<file path="src/rtl/adc_seq_pkg.sv">
// Shared types and constants for the ADC conversion sequencer.
// - seq_state_e : sequencer FSM states
// - RECOVER_CYC : cycles the loop enable is held low after a timeout
// - DLY_W/PW_W  : widths of the loop delay codes and the edge-detect pulse-width code
package adc_seq_pkg;

  typedef enum logic [2:0] {
    StIdle,
    StArm,
    StTrig,
    StWait,
    StGap,
    StRecover
  } seq_state_e;

  localparam int unsigned RECOVER_CYC = 4;
  localparam int unsigned DLY_W       = 5;
  localparam int unsigned PW_W        = 6;

  function automatic int unsigned max_u(input int unsigned a, input int unsigned b);
    return (a > b) ? a : b;
  endfunction

endpackage

</file>
<file path="src/rtl/adc_seq_done_sync.sv">
// End-of-conversion synchronizer: two-flop synchronizer into the clk domain, followed by a
// registered rising-edge detector. done_evt is a one-cycle pulse three clk cycles after the
// async level rises.
// Ports:
//   clk       in   system clock
//   rst_n     in   asynchronous active-low reset (clears the synchronizer)
//   async_in  in   end-of-conversion level from the clk_dig_out domain
//   done_evt  out  one-cycle done pulse
module adc_seq_done_sync (
  input  logic clk,
  input  logic rst_n,
  input  logic async_in,
  output logic done_evt
);

  // [0],[1] synchronize; [2] holds the previous synchronized value for edge detection
  logic [2:0] sync_q;
  logic       evt_q;

  always_ff @(posedge clk or negedge rst_n) begin
    if (!rst_n) begin
      sync_q <= '0;
      evt_q  <= 1'b0;
    end else begin
      sync_q <= {sync_q[1:0], async_in};
      evt_q  <= sync_q[1] & ~sync_q[2];
    end
  end

  assign done_evt = evt_q;

endmodule

</file>
<file path="src/rtl/adc_conv_sequencer.sv">
// ADC conversion sequencer: gates the SAR clock generator's loop enable, issues conversion
// triggers, shadows the delay settings so they only change between conversions, supports
// single-shot and periodic operation and recovers a stalled loop by timeout.
// Optional feature: define ADC_SEQ_STATS_EN to make conv_cnt/tmo_cnt live counters;
// otherwise both are tied to 0 and no counter flops exist.
// Ports:
//   clk, rst_n                      clock, asynchronous active-low reset
//   cfg_enable, cfg_interval        periodic mode enable and idle gap between conversions
//   single_shot_req                 one-cycle request for one conversion (ignored when busy)
//   cfg_dly_en, cfg_dly1..4         delay settings, shadowed on entry to ARM from IDLE/GAP
//   conv_done_async                 end-of-conversion level (async), rising edge = done
//   ena_out, start_conv_out         loop enable and trigger to the clock generator
//   enable_dlycontrol_out,
//   dlycontrol1..4_out              shadowed delay settings
//   busy                            high whenever the sequencer is not idle
//   timeout_pulse                   one-cycle pulse on a WAIT timeout
//   conv_cnt, tmo_cnt               completed conversions / timeouts
module adc_conv_sequencer
  import adc_seq_pkg::*;
#(
  parameter int unsigned INTERVAL_W = 16,
  parameter int unsigned TMO_CYC    = 255,
  parameter int unsigned SETTLE_CYC = 4,
  parameter int unsigned START_CYC  = 2
) (
  input  logic                  clk,
  input  logic                  rst_n,
  input  logic                  cfg_enable,
  input  logic [INTERVAL_W-1:0] cfg_interval,
  input  logic                  single_shot_req,
  input  logic                  cfg_dly_en,
  input  logic [DLY_W-1:0]      cfg_dly1,
  input  logic [DLY_W-1:0]      cfg_dly2,
  input  logic [DLY_W-1:0]      cfg_dly3,
  input  logic [PW_W-1:0]       cfg_dly4,
  input  logic                  conv_done_async,
  output logic                  ena_out,
  output logic                  start_conv_out,
  output logic                  enable_dlycontrol_out,
  output logic [DLY_W-1:0]      dlycontrol1_out,
  output logic [DLY_W-1:0]      dlycontrol2_out,
  output logic [DLY_W-1:0]      dlycontrol3_out,
  output logic [PW_W-1:0]       dlycontrol4_out,
  output logic                  busy,
  output logic                  timeout_pulse,
  output logic [15:0]           conv_cnt,
  output logic [7:0]            tmo_cnt
);

  // One phase counter is shared by ARM, TRIG, WAIT and RECOVER; size it for the longest.
  localparam int unsigned CntMax = max_u(max_u(TMO_CYC, SETTLE_CYC),
                                         max_u(START_CYC, RECOVER_CYC));
  localparam int unsigned CntW   = $clog2(CntMax + 1);

  localparam logic [CntW-1:0] SettleLast  = CntW'(SETTLE_CYC - 1);
  localparam logic [CntW-1:0] StartLast   = CntW'(START_CYC - 1);
  localparam logic [CntW-1:0] TmoLast     = CntW'(TMO_CYC - 1);
  localparam logic [CntW-1:0] RecoverLast = CntW'(RECOVER_CYC - 1);

  seq_state_e            state_q, state_d;
  logic [CntW-1:0]       cnt_q, cnt_d;
  logic [INTERVAL_W-1:0] gap_q, gap_d;
  logic                  periodic_q, periodic_d;
  logic                  ena_q, ena_d;
  logic                  start_q, start_d;
  logic                  tmo_q, tmo_evt;
  logic                  load_shadow;
  logic                  conv_inc;
  logic                  done_evt;

  logic                  dly_en_q;
  logic [DLY_W-1:0]      dly1_q, dly2_q, dly3_q;
  logic [PW_W-1:0]       dly4_q;

  adc_seq_done_sync u_done_sync (
    .clk      (clk),
    .rst_n    (rst_n),
    .async_in (conv_done_async),
    .done_evt (done_evt)
  );

  always_ff @(posedge clk or negedge rst_n) begin
    if (!rst_n) begin
      state_q <= StIdle;
    end else begin
      state_q <= state_d;
    end
  end

  always_comb begin
    state_d     = state_q;
    cnt_d       = cnt_q + CntW'(1);
    gap_d       = gap_q;
    periodic_d  = periodic_q;
    load_shadow = 1'b0;
    conv_inc    = 1'b0;
    tmo_evt     = 1'b0;

    unique case (state_q)
      StIdle: begin
        cnt_d = '0;
        if (cfg_enable || single_shot_req) begin
          state_d     = StArm;
          periodic_d  = cfg_enable;
          load_shadow = 1'b1;
        end
      end

      StArm: begin
        if (cnt_q == SettleLast) begin
          state_d = StTrig;
          cnt_d   = '0;
        end
      end

      // done_evt is not looked at here: a done before the trigger ends is spurious
      StTrig: begin
        if (cnt_q == StartLast) begin
          state_d = StWait;
          cnt_d   = '0;
        end
      end

      // Checking done first makes done win over a coincident timeout
      StWait: begin
        if (done_evt) begin
          conv_inc = 1'b1;
          cnt_d    = '0;
          if (periodic_q && cfg_enable) begin
            state_d = StGap;
            gap_d   = cfg_interval;
          end else begin
            state_d = StIdle;
          end
        end else if (cnt_q == TmoLast) begin
          tmo_evt = 1'b1;
          state_d = StRecover;
          cnt_d   = '0;
        end
      end

      // An interval of 0 or 1 both give a single GAP cycle
      StGap: begin
        cnt_d = '0;
        if (!cfg_enable) begin
          state_d = StIdle;
        end else if (gap_q <= INTERVAL_W'(1)) begin
          state_d     = StArm;
          load_shadow = 1'b1;
        end else begin
          gap_d = gap_q - INTERVAL_W'(1);
        end
      end

      // Re-arming from here keeps the current shadowed settings
      StRecover: begin
        if (cnt_q == RecoverLast) begin
          cnt_d = '0;
          if (cfg_enable) begin
            state_d    = StArm;
            periodic_d = 1'b1;
          end else begin
            state_d = StIdle;
          end
        end
      end

      default: begin
        state_d = StIdle;
        cnt_d   = '0;
      end
    endcase

    // Outputs registered from the next state so the clock generator sees glitch-free levels
    ena_d   = (state_d == StArm) || (state_d == StTrig) ||
              (state_d == StWait) || (state_d == StGap);
    start_d = (state_d == StTrig);
  end

  always_ff @(posedge clk or negedge rst_n) begin
    if (!rst_n) begin
      cnt_q      <= '0;
      gap_q      <= '0;
      periodic_q <= 1'b0;
      ena_q      <= 1'b0;
      start_q    <= 1'b0;
      tmo_q      <= 1'b0;
    end else begin
      cnt_q      <= cnt_d;
      gap_q      <= gap_d;
      periodic_q <= periodic_d;
      ena_q      <= ena_d;
      start_q    <= start_d;
      tmo_q      <= tmo_evt;
    end
  end

  always_ff @(posedge clk or negedge rst_n) begin
    if (!rst_n) begin
      dly_en_q <= 1'b0;
      dly1_q   <= '0;
      dly2_q   <= '0;
      dly3_q   <= '0;
      dly4_q   <= '0;
    end else if (load_shadow) begin
      dly_en_q <= cfg_dly_en;
      dly1_q   <= cfg_dly1;
      dly2_q   <= cfg_dly2;
      dly3_q   <= cfg_dly3;
      dly4_q   <= cfg_dly4;
    end
  end

`ifdef ADC_SEQ_STATS_EN
  logic [15:0] conv_cnt_q;
  logic [7:0]  tmo_cnt_q;

  always_ff @(posedge clk or negedge rst_n) begin
    if (!rst_n) begin
      conv_cnt_q <= '0;
      tmo_cnt_q  <= '0;
    end else begin
      if (conv_inc) conv_cnt_q <= conv_cnt_q + 16'd1;
      if (tmo_evt)  tmo_cnt_q  <= tmo_cnt_q + 8'd1;
    end
  end

  assign conv_cnt = conv_cnt_q;
  assign tmo_cnt  = tmo_cnt_q;
`else
  logic unused_stats;
  assign unused_stats = conv_inc;
  assign conv_cnt     = '0;
  assign tmo_cnt      = '0;
`endif

  assign ena_out               = ena_q;
  assign start_conv_out        = start_q;
  assign timeout_pulse         = tmo_q;
  assign busy                  = (state_q != StIdle);
  assign enable_dlycontrol_out = dly_en_q;
  assign dlycontrol1_out       = dly1_q;
  assign dlycontrol2_out       = dly2_q;
  assign dlycontrol3_out       = dly3_q;
  assign dlycontrol4_out       = dly4_q;

endmodule

</file>
<file path="config.mk">
export PLATFORM = sky130hd
export DESIGN_NAME = adc_conv_sequencer
export DESIGN_NICKNAME = d
export VERILOG_FILES = /design/src/rtl/adc_seq_pkg.sv /design/src/rtl/adc_seq_done_sync.sv /design/src/rtl/adc_conv_sequencer.sv
export SDC_FILE = /design/constraint.sdc
export NUM_CORES = 1
export LEC_CHECK = 0
export BUFFER_PORTS_ARGS = -buffer_cell sky130_fd_sc_hd__buf_2
export CAP_MARGIN = 20
export CELL_PAD_IN_SITES_DETAIL_PLACEMENT = 1
export CELL_PAD_IN_SITES_GLOBAL_PLACEMENT = 1
export CORE_MARGIN = 4
export CORE_UTILIZATION = 40
export CTS_CLUSTER_SIZE = 12
export DETAILED_ROUTE_END_ITERATION = 10
export GPL_TIMING_DRIVEN = 1
export PLACE_DENSITY_LB_ADDON = 0.1
export SLEW_MARGIN = 20
export SYNTH_ARGS = -nofsm -noshare
export SYNTH_HDL_FRONTEND = slang
export SYNTH_SLANG_ARGS = --single-unit
</file>
<file path="constraint.sdc">
create_clock -name clk -period 5.3 [get_ports clk]
set_input_delay 0.795 -clock clk [delete_from_list [all_inputs] [get_ports clk]]
set_output_delay 0.795 -clock clk [all_outputs]
set_load 0.01 [all_outputs]
</file>
=== Word-level counts from Yosys, hierarchy flattened ===
Index checks and enable logic that the tools add are counted.

* $add $sub $neg: 2
* $mul: 0
* Divide/modulo/power cells: 0
* Order comparisons: 1
* Equality and inequality tests: 19
* Shift-type cells: 0
* Multiplexer cells: 32
* Bitwise gates (word level): 2
* Reductions and logical operators: 12

{| class="wikitable"
|+ Operators with widths
! operator !! count
|-
| $mux 16 || 4
|-
| $mux 8 || 4
|-
| $pmux 16 s2 || 1
|-
| $mux 3 || 9
|-
| $pmux 8 s3 || 1
|-
| $pmux 3 s6 || 1
|-
| $le 16x1->1 const B || 1
|-
| $sub 16x1->16 const B || 1
|-
| $eq 3x2->1 const B || 4
|-
| $ne 2x2->1 const B || 6
|-
| $mux 1 || 10
|-
| $eq 3x3->1 const B || 3
|-
| $add 8x1->8 const B || 1
|-
| $eq 8x1->1 const B || 1
|-
| $eq 8x2->1 const B || 1
|-
| $eq 8x8->1 const B || 1
|-
| $eq 3x1->1 const B || 2
|-
| $reduce_and 5->1 || 1
|-
| $logic_or 1x1->1 || 4
|-
| $pmux 1 s2 || 2
|-
| $reduce_and 4->1 || 1
|-
| $reduce_bool 2->1 || 2
|-
| $logic_not 3->1 || 1
|-
| $reduce_bool 3->1 || 1
|-
| 5 further kinds || 5
|}

* Register bits: 57
* Latch bits: 0
* Memory bits (writable): 0
* Memory bits (read-only): 0
* Output and inout bits: 50
* Word-level logic and storage cells: 82
* Memories: 0

=== Logic depth before layout (Yosys ltp) ===
* Depth after elaboration: 8
* Gate-level depth with buffers: 7

=== By module ===
Synthesis repeated with hierarchy kept, for this count alone.

* Cell total of the unflattened synthesis: 291
* Area, all modules: 2957.8 um^2

{| class="wikitable"
|+ By module, submodules not included
! module !! instances !! cells each !! area an instance (um^2) !! seq. area each (um^2)
|-
| adc_conv_sequencer || 1 || 286 || 2844.0 || 1326.3
|-
| adc_seq_done_sync || 1 || 5 || 113.9 || 100.1
|}

=== Worst setup path after synthesis ===
Ideal clock, no wire load.

* Kind: reg-to-reg
* Start point: register gap_q[6]
* End point: register dly1_q[0] (netlist: dlycontrol1_out[0])
* Library setup time: 0.125 ns
* Arrival time: 2.266 ns
* Setup slack: 2.910 ns
* Cell stages (with the launch flop): 7
* Buffers on the path: 2
* Cell sequence: dfrtp_1 > or4_4 > or4_1 > buf_4 > o31ai_4 > buf_6 > mux2_2

* Word-level cells in the longest chain between the ends: 4

{| class="wikitable"
|+ Ends and longest elaborated chain
! element !! RTL line !! RTL
|-
| from (decl) || adc_conv_sequencer.sv:62 || <nowiki>logic [INTERVAL_W-1:0] gap_q, gap_d;</nowiki>
|-
| from (signal assigned) || adc_conv_sequencer.sv:190 || <nowiki>gap_q <= gap_d;</nowiki>
|-
| $le 16x1->1 || adc_conv_sequencer.sv:147 || <nowiki>end else if (gap_q <= INTERVAL_W'(1)) begin</nowiki>
|-
| $mux 1 || adc_conv_sequencer.sv:147 ||
|-
| $mux 1 || adc_conv_sequencer.sv:145 || <nowiki>if (!cfg_enable) begin</nowiki>
|-
| $pmux 1 s2 || adc_conv_sequencer.sv:99 || <nowiki>unique case (state_q)</nowiki>
|-
| to (signal assigned) || adc_conv_sequencer.sv:207 || <nowiki>dly1_q <= cfg_dly1;</nowiki>
|-
| to (decl) || adc_conv_sequencer.sv:72 || <nowiki>logic [DLY_W-1:0] dly1_q, dly2_q, dly3_q;</nowiki>
|}

Every way passes these cells.
A chain may end at the register's enable or synchronous reset.

=== Worst setup path in the final report ===
* Start point: register gap_q[6]
* End point: register dly3_q[0] (netlist: dlycontrol3_out[0])

* Word-level cells in the longest chain between the ends: 4

{| class="wikitable"
|+ Ends and longest elaborated chain
! element !! RTL line !! RTL
|-
| $le 16x1->1 || adc_conv_sequencer.sv:147 ||
|-
| $mux 1 || adc_conv_sequencer.sv:147 ||
|-
| $mux 1 || adc_conv_sequencer.sv:145 ||
|-
| $pmux 1 s2 || adc_conv_sequencer.sv:99 ||
|-
| to (signal assigned) || adc_conv_sequencer.sv:209 || <nowiki>dly3_q <= cfg_dly3;</nowiki>
|-
| to (decl) || adc_conv_sequencer.sv:72 ||
|}

Every way passes these cells.

==> summary.md <==
| Metric | Value |
|---|---|
| Seq/Total Area, Yosys | `48.5%` |
| Initial antenna violation count | `0` |
| Total of max-cap violations | `0` |
| Syn_area_per_cell | `10.4 um2` |
| PortBufs | `68` |
| Tot GR Track Use | `16.1%` |
| Grt met1 use | `21.5%` |
| Slew @ Worst Pin | `approximately 0.93 ns` |
| Main combinational cell family by area after synthesis | `compound AO/OA/AOI/OAI gates` |
| Final setup TNS | `0 ns` |
| Pins Over Slew Limit | `0` |
| Fraction of synthesized cell area taken by the top area cell type | `48.5%` |
| CTS Buf Count | `9` |
| Nets | `402` |
| Post-CTS Setup Repair Bufs | `0` |
| Mapped Cells | `284` |
| Worst Hold Class | `reg -> reg` |
| Pre-CTS setup slack | `2.21 ns` |
| Main synth FF type | `dfrtp_1` |
| EDFF count, synth | `0` |
| Outcome | `finished clean` |
| Most Crowded Layer GR | `met2` |
| Drt drc | `0` |
| Crit Path Class | `reg -> reg` |
| Synth Area in Compound Gates | `15.2%` |
| RSZ-0062 raised after global routing | `no` |
| Die height | `93.7 um` |
| Cell Area, Placed | `3250 um2` |
| # H-tree levels | `3` |
| LEAKAGE | `approximately 1.6 nW` |
| Async SR Flop Fraction | `100%` |
| DR WL/cell | `around 15 um` |
| Setup Skew | `between 0.006 and 0.007 ns` |
| Initial DRT Pass Iterations | `4` |
| Antenna cells | `0` |
| Layout cells sized above 1 | `between 30% and 40%` |
| Mux contribution to synthesized area | `under 10%` |
| Root Buffer | `clkbuf_8` |
| Wirelength, routed | `6.79 mm` |
| Setup ws final | `about 2.4 ns` |
| Post-synth cell types | `46` |
| Synth Area in Simple Gates | `between 10 and 15%` |
| Iter 0 DRT Violations | `80` |
| Hold-fix buffers, CTS | `0` |
| Register bit total from synthesis | `57` |
| Worst-path clk slew | `roughly 0.070 ns` |
| Row count | `30` |
| Initial Util | `42.1%` |
| Post-cts sizing count | `0` |
| # IOs | `93` |
| Final min period | `2.86 ns` |
| Slew headroom | `37.9%` |
| Power density cells | `roughly 500 nW/um2` |
| Post-route ant nets | `0` |
| GPL Wtd Cong | `0.759` |
| Fin crit share | `around 54%` |
| WP data arrival | `3.08 ns` |
| Area delta synth->final | `17.3%` |
| Synth area leader | `dfrtp_1` |
| CP required | `approximately 5.5 ns` |
| Clock Path Buffers | `2` |
| Final core occ | `approximately half` |
| Met2 usage | `24.8%` |
| Worst-case vdd ir drop | `164 uV` |
| Final hold violations | `0` |
| HPWL after DPL | `4.90 mm` |
| Worst-path fanout max | `14` |
| Post-synthesis xor/xnor area fraction | `roughly 1.8%` |
| Warnings, synthesis | `0` |
| Synth Area in Adders | `2.13%` |
| CP endpoint kind | `flop` |
| Post-DR vias/cell | `5.06` |
| CTS sink count | `57` |
| Overflow after GRT | `0` |
| Die area | `a little under 9000 um2` |
| Final Setup Violations | `0` |
| CTS tree | `yes` |
| Largest net degree at the start of global routing | `between 50 and 60` |
| Met3 usage | `3.93%` |
| Worst Hold Slack | `~0.35 ns` |
| Clk_lat worst skew | `0.33 ns` |
| First-pass GRT wire length | `11.1 mm` |
| Post-route cell area | `3450 um2` |
| Synthesized cell area | `2940 um2` |
| Area contributors post-synth | `dfrtp_1, mux2_2, buf_4, o21ai_0, nor2_1` |
| Routed vias | `~2300` |
| Vias in the first global route | `roughly 2300` |
| Fmax | `350 MHz` |
| CP Launch Type | `flop` |
| Core ar. | `6980 um2` |
| Die W | `93.7 um` |
==> Yosys cell counts (all sizes together), types with 6 or more instances <==
cell / number
dfrtp: 57
nand2: 10
inv: 6
nor3: 10
buf: 30
nand3: 7
o21ai: 24
mux2: 22
a21oi: 16
nor4: 6
nor2: 31
==> path summary, 6_finish.rpt <==
kind / depth (start not counted) / to / slack, ns / start
max: 5 / dlycontrol3_out[0] / 2.44 / gap_q[6]
max reg2reg: 5 / dlycontrol3_out[0] / 2.44 / gap_q[6]
min in group asynchronous: 2 / dlycontrol4_out[0] / 0.60 / rst_n
max in group asynchronous: 2 / gap_q[2] / 4.22 / rst_n
min reg2reg: 0 / u_done_sync.sync_q[1] / 0.35 / u_done_sync.sync_q[0]
min: 0 / u_done_sync.sync_q[1] / 0.35 / u_done_sync.sync_q[0]
==> flip-flops by register name, summed over array words and instances, names as in the netlist, 3 cells and up <==
| name | cells |
|---|---|
| cnt_q | 8 |
| dlycontrol1_out | 5 |
| dlycontrol2_out | 5 |
| dlycontrol3_out | 5 |
| dlycontrol4_out | 6 |
| gap_q | 16 |
| state_q | 3 |
| u_done_sync.sync_q | 3 |
==> cell usage in the layout (no fill, tap or decap), drive strengths merged, types with 3 or more instances in the layout <==
cell type,instances
nand3,7
a21oi,16
o22a,4
mux2,22
clkbuf,10
xnor2,3
conb,24
clkinv,4
a31oi,5
nand2,10
nor2,31
a22oi,3
inv,6
nor2b,3
o21ai,24
or4,5
nor4,6
xor2,3
buf,71
nor3,10
ha,5
dfrtp,57
==> final cells by class <==
class                   instances  area, um2
repair buffers                 71        374
fillers                       830       3530
flip-flops and latches         57       1430
inverters                       6       22.5
well taps                      96        120
multi-input cells             209       1340
clock buffers                  10        128
clock inverters                 6       35.0
==> layer usage <==
metal	routed length, um	up-vias
li1	-	1114
met1	3190	1104
met2	3040	79
met3	476	7
met4	86	0
met5	0	-
==> cells by family after synthesis <==
logic type,Yosys count
compound gates,68
xor+xnor,6
fa+ha+maj,5
buf+inv,41
flops,57
mux,22
other cells,1
simple gates,84
==> worst max-delay path: stages, from the launching register on <==
cell	delay, ns
dfrtp_1	0.39
or4_4	0.57
or4_1	0.62
o31ai_4	0.57
buf_8	0.24
mux2_2	0.34
==> metrics by stage <==
stage                     power, mW  std cells
after floorplan                1.20        307
after global placement         1.37        437
after detailed placement       1.40        437
after CTS                      1.74        453
after global routing           1.87        455
final                          1.73        455
==> power breakdown <==
group	internal, mW	total (mW)	leakage (nW)	switching [mW]
clock network	0.166	0.337	0.0818	0.171
logic	0.302	0.700	0.802	0.398
registers	0.584	0.693	0.719	0.109
total	1.05	1.73	1.60	0.678
Power figures use the tool's default switching activity.
